==> src/rtl/two_power_inv.sv <==
// ============================================================================
// Module   : two_power_inv
// Brief    : value * 2^(-power) mod modulus by one modular halving per clock.
// Revision : 1.0
// ============================================================================
`default_nettype none

module two_power_inv #(
  parameter int MOD_WIDTH = 256,
  parameter int POW_WIDTH = 32
) (
  input  logic                 clk,
  input  logic                 rst_n,
  input  logic                 i_valid,
  output logic                 i_ready,
  input  logic [MOD_WIDTH-1:0] i_value,
  input  logic [POW_WIDTH-1:0] i_power,
  input  logic [MOD_WIDTH-1:0] i_modulus,
  output logic                 o_valid,
  input  logic                 o_ready,
  output logic [MOD_WIDTH-1:0] o_out
);

  localparam logic [0:0] S_IDLE = 1'b0;
  localparam logic [0:0] S_LOOP = 1'b1;

  logic [0:0]           state_q,   state_d;
  logic [POW_WIDTH-1:0] counter_q, counter_d;
  logic [POW_WIDTH-1:0] power_q,   power_d;
  logic [MOD_WIDTH:0]   mod_q,     mod_d;
  logic [MOD_WIDTH:0]   r_q,       r_d;
  logic [MOD_WIDTH:0]   r_sum;
  logic                 done;

  // One extra bit keeps the carry of r + N so the halving is exact.
  assign r_sum = r_q + mod_q;
  assign done  = (counter_q == power_q);

  always_ff @(posedge clk or negedge rst_n) begin
    if (!rst_n) begin
      state_q   <= S_IDLE;
      counter_q <= '0;
      power_q   <= '0;
      mod_q     <= '0;
      r_q       <= '0;
    end else begin
      state_q   <= state_d;
      counter_q <= counter_d;
      power_q   <= power_d;
      mod_q     <= mod_d;
      r_q       <= r_d;
    end
  end

  always_comb begin
    state_d = state_q;
    case (state_q)
      S_IDLE:  if (i_valid)           state_d = S_LOOP;
      S_LOOP:  if (done && o_ready)   state_d = S_IDLE;
      default:                        state_d = S_IDLE;
    endcase
  end

  always_comb begin
    counter_d = counter_q;
    power_d   = power_q;
    mod_d     = mod_q;
    r_d       = r_q;
    if (state_q == S_IDLE) begin
      if (i_valid) begin
        power_d   = i_power;
        mod_d     = {1'b0, i_modulus};
        r_d       = {1'b0, i_value};
        counter_d = '0;
      end
    end else if (!done) begin
      r_d       = (r_q[0] ? r_sum : r_q) >> 1;
      counter_d = counter_q + {{(POW_WIDTH-1){1'b0}}, 1'b1};
    end
  end

  always_comb begin
    i_ready = (state_q == S_IDLE);
    o_valid = (state_q == S_LOOP) && done;
    o_out   = r_q[MOD_WIDTH-1:0];
  end

endmodule

`default_nettype wire

==> config.mk <==
export PLATFORM = sky130hd
export DESIGN_NAME = two_power_inv
export DESIGN_NICKNAME = d
export VERILOG_FILES = /design/src/rtl/two_power_inv.sv
export SDC_FILE = /design/constraint.sdc
export NUM_CORES = 2
export LEC_CHECK = 0
export CORE_AREA = 4 4 315 317
export DETAILED_ROUTE_END_ITERATION = 12
export DIE_AREA = 0 0 319 321
export PLACE_DENSITY = 0.72
export SLEW_MARGIN = 10
export SYNTH_ARGS = -nofsm -noshare
export SYNTH_HDL_FRONTEND = slang
export SYNTH_SLANG_ARGS = --single-unit
==> constraint.sdc <==
create_clock -name clk -period 12.52 [get_ports clk]
set_clock_uncertainty 0.2 [all_clocks]
set_input_delay 1.252 -clock clk [delete_from_list [all_inputs] [get_ports clk]]
set_output_delay 1.252 -clock clk [all_outputs]
set_load 0.01 [all_outputs]
==> key figures <==
Routing
  • Via count: 54.33k
  • Routed Antenna Nets: 0
  • Via-to-Cell Ratio: 6.480
  • Wirelength, routed: 235700 um
  • Pre-antenna DRT Iters: 7
  • Initial DRC Count: 7193
  • WL/cell: 28.11 um
  • Residual DRC: 0

Yosys
  • Fraction of registers with async set/reset: 100.0%
  • Ys flop type: dfrtp_1
  • Synth unique cells: 98
  • Post-synth net total: 7319
  • Mux cell area share after synthesis: 2.992%
  • Mapped Avg Cell Area: 7.254 um2
  • Yosys synthesis warning count: 0
  • Post-synthesis compound-gate area fraction: 25.90%
  • Post-synthesis sequential area ratio: 30.56%
  • Post-synthesis adder-cell area fraction: 6.821%
  • Post-synthesis register bit count: 577
  • Largest family of logic cells by synthesized area: compound AO/OA/AOI/OAI gates
  • Post-Syn Instances: 6514
  • EDFF count, synth: 0
  • Simple-gate share of the synthesized area: 24.77%
  • Synth Area in XOR/XNOR: 5.060%
  • Post-Syn Area: 47250 um2

Clocking
  • Total number of H-tree levels: 3
  • # clock sinks: 577
  • Deepest clock path buffer count: 3
  • Post-CTS Setup Bufs: 0
  • Post-CTS Resized: 0
  • Post-CTS Hold Buffers: 0
  • Clock buffers created by TritonCTS: 72
  • CTS tree: built
  • Root buffer cell: clkbuf_16
  • Clk_lat worst skew: 0.67 ns
  • Clock transition at path regs: 0.06 ns

Power and ir drop
  • Total Power: 15.41 mW
  • VDD IR max: 0.1589 mV
  • Pwr Density: 264.1 nW/um2
  • P_leak: 25.16 nW

Placement
  • Port Buf Inserts: 805
  • GP Congestion: 1.077
  • Dpl cell area: 55920 um2
  • Placed cells: 8257
  • Detailed placer's ending HPWL: 185400 um

Worst hold path
  • Worst min path class: register to register

STA
  • Fin. Hold Viols: 0
  • Highest Clock Rate: 161.4 MHz
  • Tcrit/Tclk final: 49.49%
  • Tmin final: 6.196 ns
  • Setup TNS: 0 ns
  • Pin slew with the least headroom to its limit: 1.286 ns
  • Setup-failing EPs final: 0
  • Slew Viols, Final: 0
  • Min Hold Slack: 0.2812 ns
  • Headroom to the max-slew limit: 14.04%
  • Unrepaired setup endpoints after global routing: no

Global route
  • GRT Total Usage: 43.72%
  • Initial antenna violation count: 14
  • Total grt overflow: 0
  • First-pass GRT wire length: 340700 um
  • Pin count of the biggest net entering global routing: 170
  • Vias in the first global route: 52.02k

Worst setup path
  • Worst Setup Path Type: register to register
  • CP Capture Type: register
  • Slowest cell on crit path: nand4_1
  • Critical Path AT: 6.48 ns
  • CP Launch Type: register
  • CP top delay family: simple AND/OR/NAND/NOR gates
  • CP Max Fanout: 62
  • Crit-path cells: xor2_1, nor4_1, nand4_1, o21ai_4, buf_4, nand2_4, buf_4, o21ai_0, o21ai_0
  • WP data required: 12.81 ns
  • Slowest cell delay on critical path: 1.03 ns
  • Worst Path Buf+Inv: 2

Final layout
  • Area growth, synth to finish: 23.48%
  • Layout cells sized above 1: 3.718%
  • Final non-filler cell area: 58350 um2
  • Final Non-Filler Cells: 8384
  • NumNets Final: 7860

Run
  • Max Cap Viol: 0

Floorplanning
  • Io pins: 806
  • Initial core utilization: 49.08%
  • Die width: 319 um
  • Cell Rows: 114
  • Die Ht: 321 um
  • Core ar.: 96280 um2
  • Die Area: 102400 um2

Status
  • Status: finished clean
## registers in the layout, summed over array words and instances, names as in the netlist
signal,flops
mod_q,256
r_q,256
counter_q,32
power_q,32
state_q,1
## tightest hold or removal path: stages, from the launching register on
cell and delay (ns):
dfrtp_1 0.34, nand2_1 0.05, nand2_1 0.06
## cell families after synthesis
kind of cell               after synthesis
xor gates and xnor gates               273
DFF                                    577
buffers and inverters                  481
adders and majority gates              257
muxes                                  139
and+or+nand+nor                       2768
AOI/OAI and AO/OA                     2019
## routing by layer
metal	up-vias	track usage (%)	share of wire, %
met1	26010	56.88	39
met5	-	0	0.028
met3	736	9.161	10
li1	24160	-	-
met2	3413	67.68	44
met4	10	25.32	7.0
## cell type report
type | instances | area, um2
multi-input cells | 5456 | 31070
clock inverters | 29 | 372.9
fillers | 8764 | 37930
flip-flops and latches | 577 | 14450
well taps | 1276 | 1597
repair buffers | 854 | 8478
diodes | 7 | 17.52
clock buffers | 91 | 2014
inverters | 94 | 352.8
## cells in the final DEF (no fill, tap or decap), types with 20 or more instances in the layout
master and n:
a21oi_1 625, o21a_1 44, o31ai_1 45, o21bai_1 91, a221oi_1 27, nor2b_1 49, nor3_1 88, nor4_1 39
a31oi_1 101, clkbuf_16 73, a21boi_0 22, inv_1 92, or3_1 20, buf_4 46, nor2_1 576, nand4_1 174
mux2i_1 121, nand2_1 1612, a21o_1 134, or2_2 21, o211ai_1 30, ha_1 256, clkdlybuf4s50_1 803, o22ai_1 78
xor2_1 126, nand3_1 98, o21ai_0 583, a211oi_1 86, xnor2_1 147, dfrtp_1 575
## report_power, final
group          internal, mW  switching [mW]  total (mW)
Combinational          3.71            6.19        9.90
Clock                  1.27           0.929        2.20
Sequential             2.45           0.862        3.31
Total                  7.43            7.98        15.4
## through the flow
stage / setup WS (ns) / utilization, %
CTS: 6.601 / 60.56
finish: 6.324 / 60.60
global route: 6.259 / 60.60
global placement: 6.709 / 58.08
detailed placement: 6.639 / 58.08
floorplan: 7.384 / -
## Yosys cell counts, drive strengths merged, types with 10 or more instances
library cell / number / area (um2)
a21o: 136 / 1030
a31oi: 102 / 653.1
mux2: 18 / 202.7
o22ai: 78 / 488.0
inv: 93 / 349.1
nor2: 582 / 2185
a21oi: 626 / 3137
xor2: 126 / 1104
and4: 13 / 113.9
a21boi: 25 / 187.7
nand3: 98 / 490.5
a211oi: 89 / 678.2
o211ai: 30 / 225.2
or2: 23 / 143.9
o31ai: 48 / 375.4
o21bai: 91 / 683.2
and3: 18 / 112.6
clkbuf: 323 / 1212
mux2i: 121 / 1211
or3: 20 / 125.1
o21ai: 603 / 3033
a211o: 10 / 87.58
o21a: 44 / 330.3
a221oi: 27 / 236.5
nand4: 175 / 1101
nor4: 42 / 275.3
xnor2: 147 / 1287
nor3: 91 / 483.0
nand2b: 15 / 93.84
ha: 256 / 3203
dfrtp: 577 / 14440
buf: 64 / 280.3
o41ai: 18 / 202.7
nand2: 1616 / 6068
nor2b: 50 / 312.8
## final timing paths
check                                 from   endpoint  slack, ns  cells past startpoint
worst max-delay path            power_q[3]   r_q[254]       6.32                      9
worst min-delay path             mod_q[15]  mod_q[15]       0.28                      2
worst max register to register  power_q[3]   r_q[254]       6.32                      9
worst min register to register   mod_q[15]  mod_q[15]       0.28                      2
max in group asynchronous            rst_n    state_q       9.28                      3
min in group asynchronous            rst_n  mod_q[39]       0.37                      1
Note: power is estimated with default switching activity, not from simulation.
==> variant (config.mk and constraints unchanged) <==
Make the reset (`rst_n`) synchronous in one clocked block.
--- a/src/rtl/two_power_inv.sv
+++ b/src/rtl/two_power_inv.sv
@@ -37,5 +37,5 @@
   assign done  = (counter_q == power_q);
 
-  always_ff @(posedge clk or negedge rst_n) begin
+  always_ff @(posedge clk) begin
     if (!rst_n) begin
       state_q   <= S_IDLE;
Function: changed (Yosys sat finds a counterexample within 4 cycles, from zero or initial values and one cycle with rst_n low; the reset may be asserted at any time).
==> variant against the unedited design <==
- synthesized cell count shrank 3.8%
- first-iteration DRC count shrank 14%
- worst hold slack lost 0.019 ns
- global-route usage shrank 3.2 points
- critical path depth grew 8
- cell area shrank 6.9%
- synthesized area shrank 8.0%
- via count shrank 5.4%
- cell count shrank 3.3%
- routed wire length shrank 6.6%
- sequential cell count is the same
- worst setup slack gained 0.63 ns
Power is not compared: it rests on default switching activity, and its combinational part moved more than twofold at a synthesized area within 25%.
==> variant: results (changes against the unedited design) <==
* Post-synth cell types at 97 (-1.0%)
* Worst reg2reg path startpoint: r_q[0]$_SDFFE_PN0P_
* Crit path DAT at 5.96 ns (-0.52 ns)
* CP delay by family, top: compound AO/OA/AOI/OAI gates
* First-pass GRT wire length at 320000 um (-6.1%)
* Status: finished, final reports clean
* Ys flop type: dfxtp_1
* Initial antenna violation count at 15 (+1)
* Gpl congestion at 1.04 (-3.6%)
* Worst flop-to-flop path endpoint: r_q[253]$_SDFFE_PN0P_
* XOR/XNOR share of the synthesized area at 5.60% (+0.54 points)
* Area post-placement at 51900 um2 (-7.2%)
* Tightest Pin Transition at 1.26 ns (-0.0220 ns)
* Vias in the first global route at 48500 (-6.7%)
* Metal2 WL at 97800 um (-4.9%)
* Synth Instances at 6269 (-3.8%)
* Ant. Diodes at 9 (+2)
* Crit Path Max Fanout at 53 (-15%)
* Initial DRC count at 6183 (-14%)
* WHS at 0.262 ns (-0.0189 ns)
* Sequential cell area share at 21.3% (-3.5 points)
* Non-clk invs at 92 (-2.1%)
* Min-delay src: mod_q[129]$_SDFFE_PN0P_
* GR Util met1 at 51.9% (-5.0 points)
* Met3 usage at 10.2% (+1.0 points)
* Synth Area in Compound Gates at 31.5% (+5.6 points)
* Clkbuf count at 100 (+9.9%)
* M2 GR Usage at 64.4% (-3.3 points)
* Multi-input gates at 5171 (-5.2%)
* Top cells by count, synth: 1260 x nand2_1, 952 x a21oi_1, 671 x o21ai_0
* Plain + repair buffers at 855 (+0.12%)
* Dpl ws at 7.09 ns (+0.452 ns)
* Fraction of registers with async set/reset at 0% (-100 points)
* Net Count, Synth at 7074 (-3.3%)
* Estimated wirelength of the detail-placed design at 174000 um (-6.2%)
* Layout Cells excl Fill at 8104 (-3.3%)
* Slowest-stage cell, CP: dfxtp_4
* Seq/Total Area, Yosys at 26.6% (-4.0 points)
* Sequential cell area at 11600 um2 (-20%)
* Multiplexer share of the synthesized area at 2.59% (-0.40 points)
* Hold endpoint: mod_q[129]$_SDFFE_PN0P_
[variant: how the worst max path moves through the flow]
| stage | startpoint | to | slack [ns] | cells after the start |
|---|---|---|---|---|
| after floorplan | r_q[0]$_SDFFE_PN0P_ | r_q[213]$_SDFFE_PN0P_ | 7.83 | 20 |
| after global placement | r_q[0]$_SDFFE_PN0P_ | r_q[253]$_SDFFE_PN0P_ | 7.20 | 17 |
| after detailed placement | r_q[0]$_SDFFE_PN0P_ | r_q[253]$_SDFFE_PN0P_ | 7.09 | 17 |
| after CTS | r_q[0]$_SDFFE_PN0P_ | r_q[253]$_SDFFE_PN0P_ | 7.05 | 17 |
| after global routing | r_q[0]$_SDFFE_PN0P_ | r_q[213]$_SDFFE_PN0P_ | 6.73 | 17 |
| final | r_q[0]$_SDFFE_PN0P_ | r_q[253]$_SDFFE_PN0P_ | 6.95 | 17 |
